## src/rtl/secp256k1_pkg.sv

```systemverilog
// secp256k1_pkg: field modulus, response error codes and scheduler state encoding
package secp256k1_pkg;
  localparam int WIDTH_DEF = 256;
  localparam logic [255:0] P = 256'hFFFFFFFF_FFFFFFFF_FFFFFFFF_FFFFFFFF_FFFFFFFF_FFFFFFFF_FFFFFFFE_FFFFFC2F;
  typedef enum logic [1:0] {ERR_OK, ERR_ZERO, ERR_RANGE, ERR_TIMEOUT} err_t;
  typedef enum logic [2:0] {S_IDLE, S_CHECK, S_LAUNCH, S_GUARD, S_WAIT, S_RESP} state_t;
endpackage

```

## src/rtl/rr_arbiter.sv

```systemverilog
// rr_arbiter: combinational round-robin pick of the first request at or after ptr
module rr_arbiter #(
  parameter int NREQ = 4,
  localparam int IW = $clog2(NREQ)
) (
  input  logic [NREQ-1:0] req,
  input  logic [IW-1:0]   ptr,
  output logic [NREQ-1:0] grant,
  output logic [IW-1:0]   idx
);
  logic [NREQ-1:0] rot;
  logic [IW-1:0] off;
  logic [IW:0] sum;
  assign rot = NREQ'({req, req} >> ptr);
  always_comb begin
    off = '0;
    for (int k = NREQ - 1; k >= 0; k--) off = rot[k] ? IW'(k) : off;
  end
  assign sum = {1'b0, ptr} + {1'b0, off};
  assign idx = sum >= (IW+1)'(NREQ) ? IW'(sum - (IW+1)'(NREQ)) : IW'(sum);
  assign grant = |req ? NREQ'(1) << idx : '0;
endmodule

```

## src/rtl/mod_inv_sched.sv

```systemverilog
// mod_inv_sched: round-robin scheduler sharing one mod_inv engine among NREQ requesters
module mod_inv_sched
  import secp256k1_pkg::*;
#(
  parameter int NREQ = 4,
  parameter int WIDTH = WIDTH_DEF,
  parameter int TIMEOUT = 4096,
  localparam int IW = $clog2(NREQ),
  localparam int CW = $clog2(TIMEOUT)
) (
  input  logic                  clk,
  input  logic                  reset,
  input  logic [NREQ-1:0]       req,
  input  logic [NREQ*WIDTH-1:0] operand,
  output logic [NREQ-1:0]       rsp_valid,
  output logic [WIDTH-1:0]      rsp_data,
  output logic [1:0]            rsp_err,
  output logic                  busy,
  output logic                  inv_start,
  output logic [WIDTH-1:0]      inv_operand,
  output logic                  inv_abort,
  input  logic                  inv_done,
  input  logic [WIDTH-1:0]      inv_result
);
  state_t state;
  logic [IW-1:0] ptr, idx, gidx;
  logic [NREQ-1:0] grant;
  logic [CW-1:0] cnt;
  rr_arbiter #(.NREQ(NREQ)) u_arb (.req(req), .ptr(ptr), .grant(grant), .idx(gidx));
  assign busy = state != S_IDLE;
  always_ff @(posedge clk or negedge reset) begin
    if (!reset) begin
      state <= S_IDLE;
      ptr <= '0;
      idx <= '0;
      cnt <= '0;
      rsp_valid <= '0;
      rsp_data <= '0;
      rsp_err <= ERR_OK;
      inv_start <= 1'b0;
      inv_operand <= '0;
      inv_abort <= 1'b0;
    end else begin
      rsp_valid <= '0;
      inv_start <= 1'b0;
      inv_abort <= 1'b0;
      case (state)
        S_IDLE: if (|grant) begin
          idx <= gidx;
          inv_operand <= operand[gidx*WIDTH +: WIDTH];
          ptr <= gidx == IW'(NREQ - 1) ? '0 : gidx + 1'b1;
          state <= S_CHECK;
        end
        S_CHECK: if (inv_operand == '0 || inv_operand >= P) begin
          rsp_err <= inv_operand == '0 ? ERR_ZERO : ERR_RANGE;
          rsp_data <= '0;
          rsp_valid <= NREQ'(1) << idx;
          state <= S_RESP;
        end else begin
          inv_start <= 1'b1;
          state <= S_LAUNCH;
        end
        S_LAUNCH: state <= S_GUARD;
        // done is not sampled here: it may still be the previous operation's level
        S_GUARD: begin
          cnt <= '0;
          state <= S_WAIT;
        end
        S_WAIT: if (inv_done) begin
          rsp_data <= inv_result;
          rsp_err <= ERR_OK;
          rsp_valid <= NREQ'(1) << idx;
          state <= S_RESP;
        end else if (cnt == CW'(TIMEOUT - 1)) begin
          inv_abort <= 1'b1;
          rsp_data <= '0;
          rsp_err <= ERR_TIMEOUT;
          rsp_valid <= NREQ'(1) << idx;
          state <= S_RESP;
        end else cnt <= cnt + 1'b1;
        S_RESP: state <= S_IDLE;
        default: state <= S_IDLE;
      endcase
    end
  end
endmodule
```

## config.mk

```make
export PLATFORM = sky130hd
export DESIGN_NAME = mod_inv_sched
export DESIGN_NICKNAME = d
export VERILOG_FILES = /design/src/rtl/secp256k1_pkg.sv /design/src/rtl/rr_arbiter.sv /design/src/rtl/mod_inv_sched.sv
export SDC_FILE = /design/constraint.sdc
export NUM_CORES = 1
export LEC_CHECK = 0
export ABC_AREA = 1
export CORE_AREA = 5 5 702 704
export DETAILED_ROUTE_END_ITERATION = 8
export DIE_AREA = 0 0 707 709
export SLEW_MARGIN = 10
export SYNTH_ARGS = -nofsm -noshare
export SYNTH_HDL_FRONTEND = slang
export SYNTH_HIERARCHICAL = 1
export SYNTH_SLANG_ARGS = --single-unit
```

## constraint.sdc

```tcl
create_clock -name clk -period 3.5 [get_ports clk]
set_input_delay 0.7 -clock clk [delete_from_list [all_inputs] [get_ports clk]]
set_output_delay 0.7 -clock clk [all_outputs]
set_load 0.02 [all_outputs]
```

==> flow_summary_export.csv <==
group,metric,value,unit
run_status,status,"finished, violations left",
run_status,violations,"negative setup slack",
finish,finalInstanceArea,62500,um2
cts,clk_path_buf_depth,4,
finish,seqCellArea,13500,um2
worst_setup_path,cp-start-kind,"flop",
detailed_routing,ant_nets,0,
synth,yosys.area_share.xor_xnor,0.149,%
synth,synthCells,4236,
grt,grt_antenna_before_repair,421,
placement,gp_congestion,0.988,
placement,dp_slack,-1.36,ns
finish,nets,7594,
power,p_total,86.2,mW
timing,max_freq,278,MHz
worst_setup_path,crit_family,"buffers and inverters",
worst_setup_path,crit_path_frequent_cell,"buf_12",
grt,grt_pass1_vias,39700,
worst_setup_path,critPathBufInv,8,
detailed_routing,drc,0,
grt,grt_overflow,0,
placement,dpl.hpwl,404,mm
grt,grt_use_total,17.2,%
finish,syn2layout_area_growth,113,%
cts,clk_pin_slew,0.06,ns
timing,setup_viol,101,
detailed_routing,vias,41800,
timing,hold-worst-slack,0.420,ns
synth,synth_cell_types,37,
synth,synthAdderAreaFrac,0.128,%
power,power_frac_comb,75.1,%
power,switchingPower,48.3,mW
cts,cts_max_level,3,
placement,io_buffers,1807,
worst_setup_path,critical_path_arrival,4.27,ns
die,die_area,501000,um2
cts,cts_sinks,539,
synth,syn_nets,5526,
timing,min_period,3.59,ns
detailed_routing,wl,452,mm
worst_setup_path,path_class,"flop to flop",
finish,multiInputGateArea,14600,um2
grt,grt_pass1_wl,538,mm
cts,cts-root-buf,"clkbuf_16",
power,intPower,37.9,mW
detailed_routing,wl_per_cell,34.9,um
finish,final_cell_mix,"clkdlybuf4s50_1, nand2_1, nor2_1, o21ai_0, dfrtp_1",
power,clockPowerShare,10.2,%
die,pin_count,1808,
cts,cts_inserted_buffers,85,
worst_setup_path,cpMaxStageDelayCell,"nor4_4",
power,swShare,56.0,%
finish,fin_cells,13000,
synth,syn_area,29400,um2
worst_setup_path,cp-end-kind,"flop",
flow_run,cap_violations,0,
detailed_routing,first_iter_violations,4143,
grt,grt_max_degree,91,
timing,finalMaxSlewViolations,0,
synth,synth_top_family_by_area,"simple AND/OR/NAND/NOR gates",
timing,fin_ws,-0.0924,ns
synth,syn_area_per_cell,6.95,um2
power,p_per_area,1380,nW/um2
power,pwr-share-seq,14.7,%
synth,ys_warn_count,6,
worst_setup_path,max_stage_delay,0.60,ns
synth,synth_compound_area_share,15.6,%
die,initial_core_util,6.06,%
placement,dp_cells,12600,
power,leakage,25.0,nW
synth,yosys-mux-area-fraction,0,%
timing,rsz0062_at_grt,"true",
cts,cts_tree,"yes",
finish,fin_util,12.9,%
synth,synth_simple_gate_area_share,32.3,%
synth,ys_ff_latch,539,
power,ir_drop,957,uV
timing,hold_viol,0,
worst_setup_path,cp_max_fo,9,
hold_path,hold_path_class,"input port to flop",
finish,layout-drive-gt1-share,11.7,%
detailed_routing,via_per_inst,3.22,
cts,worstSkewPairLatency,0.82,ns
timing,finClkSkew,0.0728,ns
timing,fin_setup_tns,-3.34,ns
worst_setup_path,path_cells,"buf_12 -> inv_8 -> nand2_4 -> nand3_2 -> nand2_2 -> nand3_4 -> a21boi_4 -> ha_4 -> xnor2_4 -> inv_2 -> nand2_4 -> a21oi_4 -> nor4_4 -> buf_4 -> nor2_4 -> buf_12 -> buf_12 -> clkbuf_16 -> buf_12 -> nor2_2 -> a31oi_1",
finish,fill_cells,55900,
die,rows,256,
detailed_routing,first_pass_iters,5,
die,die_h,709,um
timing,slew_headroom,25.8,%
placement,placed_area,58200,um2
die,core-area,485000,um2
timing,period_share,103,%
finish,layout_commonest_cell,"clkdlybuf4s50_1",
synth,yosysSeqAreaShare,45.8,%
timing,worstMarginPinSlew,1.11,ns
worst_setup_path,crit_required,4.18,ns
die,die_x,707,um
## power by group through the flow
| stage | Combinational (mW) | Sequential, mW | Clock (mW) |
|---|---|---|---|
| final | 64.7 | 12.6 | 8.83 |
| after floorplan | 20.5 | 14.9 | 0 |
| after global routing | 69.0 | 13.0 | 9.39 |
| after CTS | 65.2 | 12.7 | 9.23 |
| after detailed placement | 62.4 | 12.7 | 0 |
| after global placement | 62.5 | 12.7 | 0 |
## final timing paths
check,start,endpoint,slack (ns),cells past startpoint
max,ptr[0],inv_operand[29],-0.09,21
min,inv_result[105],rsp_data[105],0.42,3
max reg2reg,ptr[0],inv_operand[29],-0.09,21
min reg2reg,rsp_data[68],rsp_data[68],0.47,2
max in group asynchronous,reset,inv_operand[118],1.87,3
min in group asynchronous,reset,rsp_data[91],0.47,2
## registers in the layout, summed over array words and instances (netlist names)
name and flops:
idx 2, rsp_err 2, ptr 2, cnt 12, inv_start 1, inv_abort 1, state 3, rsp_data 256
inv_operand 256, rsp_valid 4
## cell families (layout without fill, tap and decap cells)
family / Yosys count / in the layout
AO/OA/AOI/OAI: 846 / 846
XOR/XNOR: 5 / 5
buffers and inverters: 396 / 2524
adder cells (fa/ha/maj): 3 / 3
AND/OR/NAND/NOR: 2447 / 2447
other: 0 / 151
flip-flops: 539 / 539
## cell usage after synthesis
cell | n | share of area, %
a21boi_0 | 1 | 0.026
a21oi_1 | 7 | 0.12
a31oi_1 | 65 | 1.4
a31oi_4 | 1 | 0.072
and2_1 | 1 | 0.021
buf_1 | 9 | 0.11
buf_2 | 88 | 1.5
buf_4 | 1 | 0.026
buf_6 | 20 | 0.77
buf_8 | 2 | 0.10
clkbuf_1 | 163 | 2.1
clkinv_1 | 1 | 0.013
clkinv_2 | 1 | 0.017
dfrtp_1 | 539 | 46
ha_1 | 3 | 0.13
inv_1 | 102 | 1.3
inv_2 | 9 | 0.11
nand2_1 | 1399 | 18
nand2_2 | 12 | 0.26
nand2_4 | 3 | 0.11
nand3_1 | 56 | 0.95
nand3_2 | 2 | 0.068
nand4_1 | 47 | 1.0
nand4_2 | 1 | 0.043
nor2_1 | 910 | 12
nor2_2 | 1 | 0.021
nor2_8 | 1 | 0.068
nor3_1 | 11 | 0.19
nor3_2 | 1 | 0.034
nor4_1 | 2 | 0.043
o211ai_1 | 1 | 0.026
o21ai_0 | 577 | 9.8
o21bai_1 | 1 | 0.026
o22ai_1 | 191 | 4.1
o31ai_1 | 2 | 0.051
xnor2_1 | 1 | 0.030
xor2_1 | 4 | 0.12
## area by class of cell
cell class              instances  share of cell area, %
repair buffers               2264                   36.4
multi-input cells            3301                   23.3
flip-flops and latches        539                   21.6
well taps                    6450                   12.9
clock buffers                 111                   3.73
inverters                     113                  0.736
clock inverters                36                  0.702
diodes                        151                  0.604
## timing repair
item	CTS	global route
endpoints found under the hold margin	28	0
gates cloned	8	7
resized for setup	109	78
buffers inserted	19	2
endpoints found under the setup margin	261	258
hold buffers	1	0
pin swaps	14	9
## worst register-to-register path: stages, from the launching register on
cell and delay [ns]:
dfrtp_1 0.43, buf_12 0.18, inv_8 0.07, nand2_4 0.05, nand3_2 0.07, nand2_2 0.11, nand3_4 0.08, a21boi_4 0.17
ha_4 0.18, xnor2_4 0.13, inv_2 0.07, nand2_4 0.12, a21oi_4 0.08, nor4_4 0.60, buf_4 0.25, nor2_4 0.04
buf_12 0.15, buf_12 0.20, clkbuf_16 0.22, buf_12 0.15, nor2_2 0.08, a31oi_1 0.05
## routing by layer
metal	vias up	wire (um)	track usage (%)
li1	18100	-	-
met1	19900	163000	18.6
met2	2666	212000	28.5
met3	931	58000	9.07
met4	208	18800	6.19
met5	-	1380	0
(Power assumes the default switching activity.)
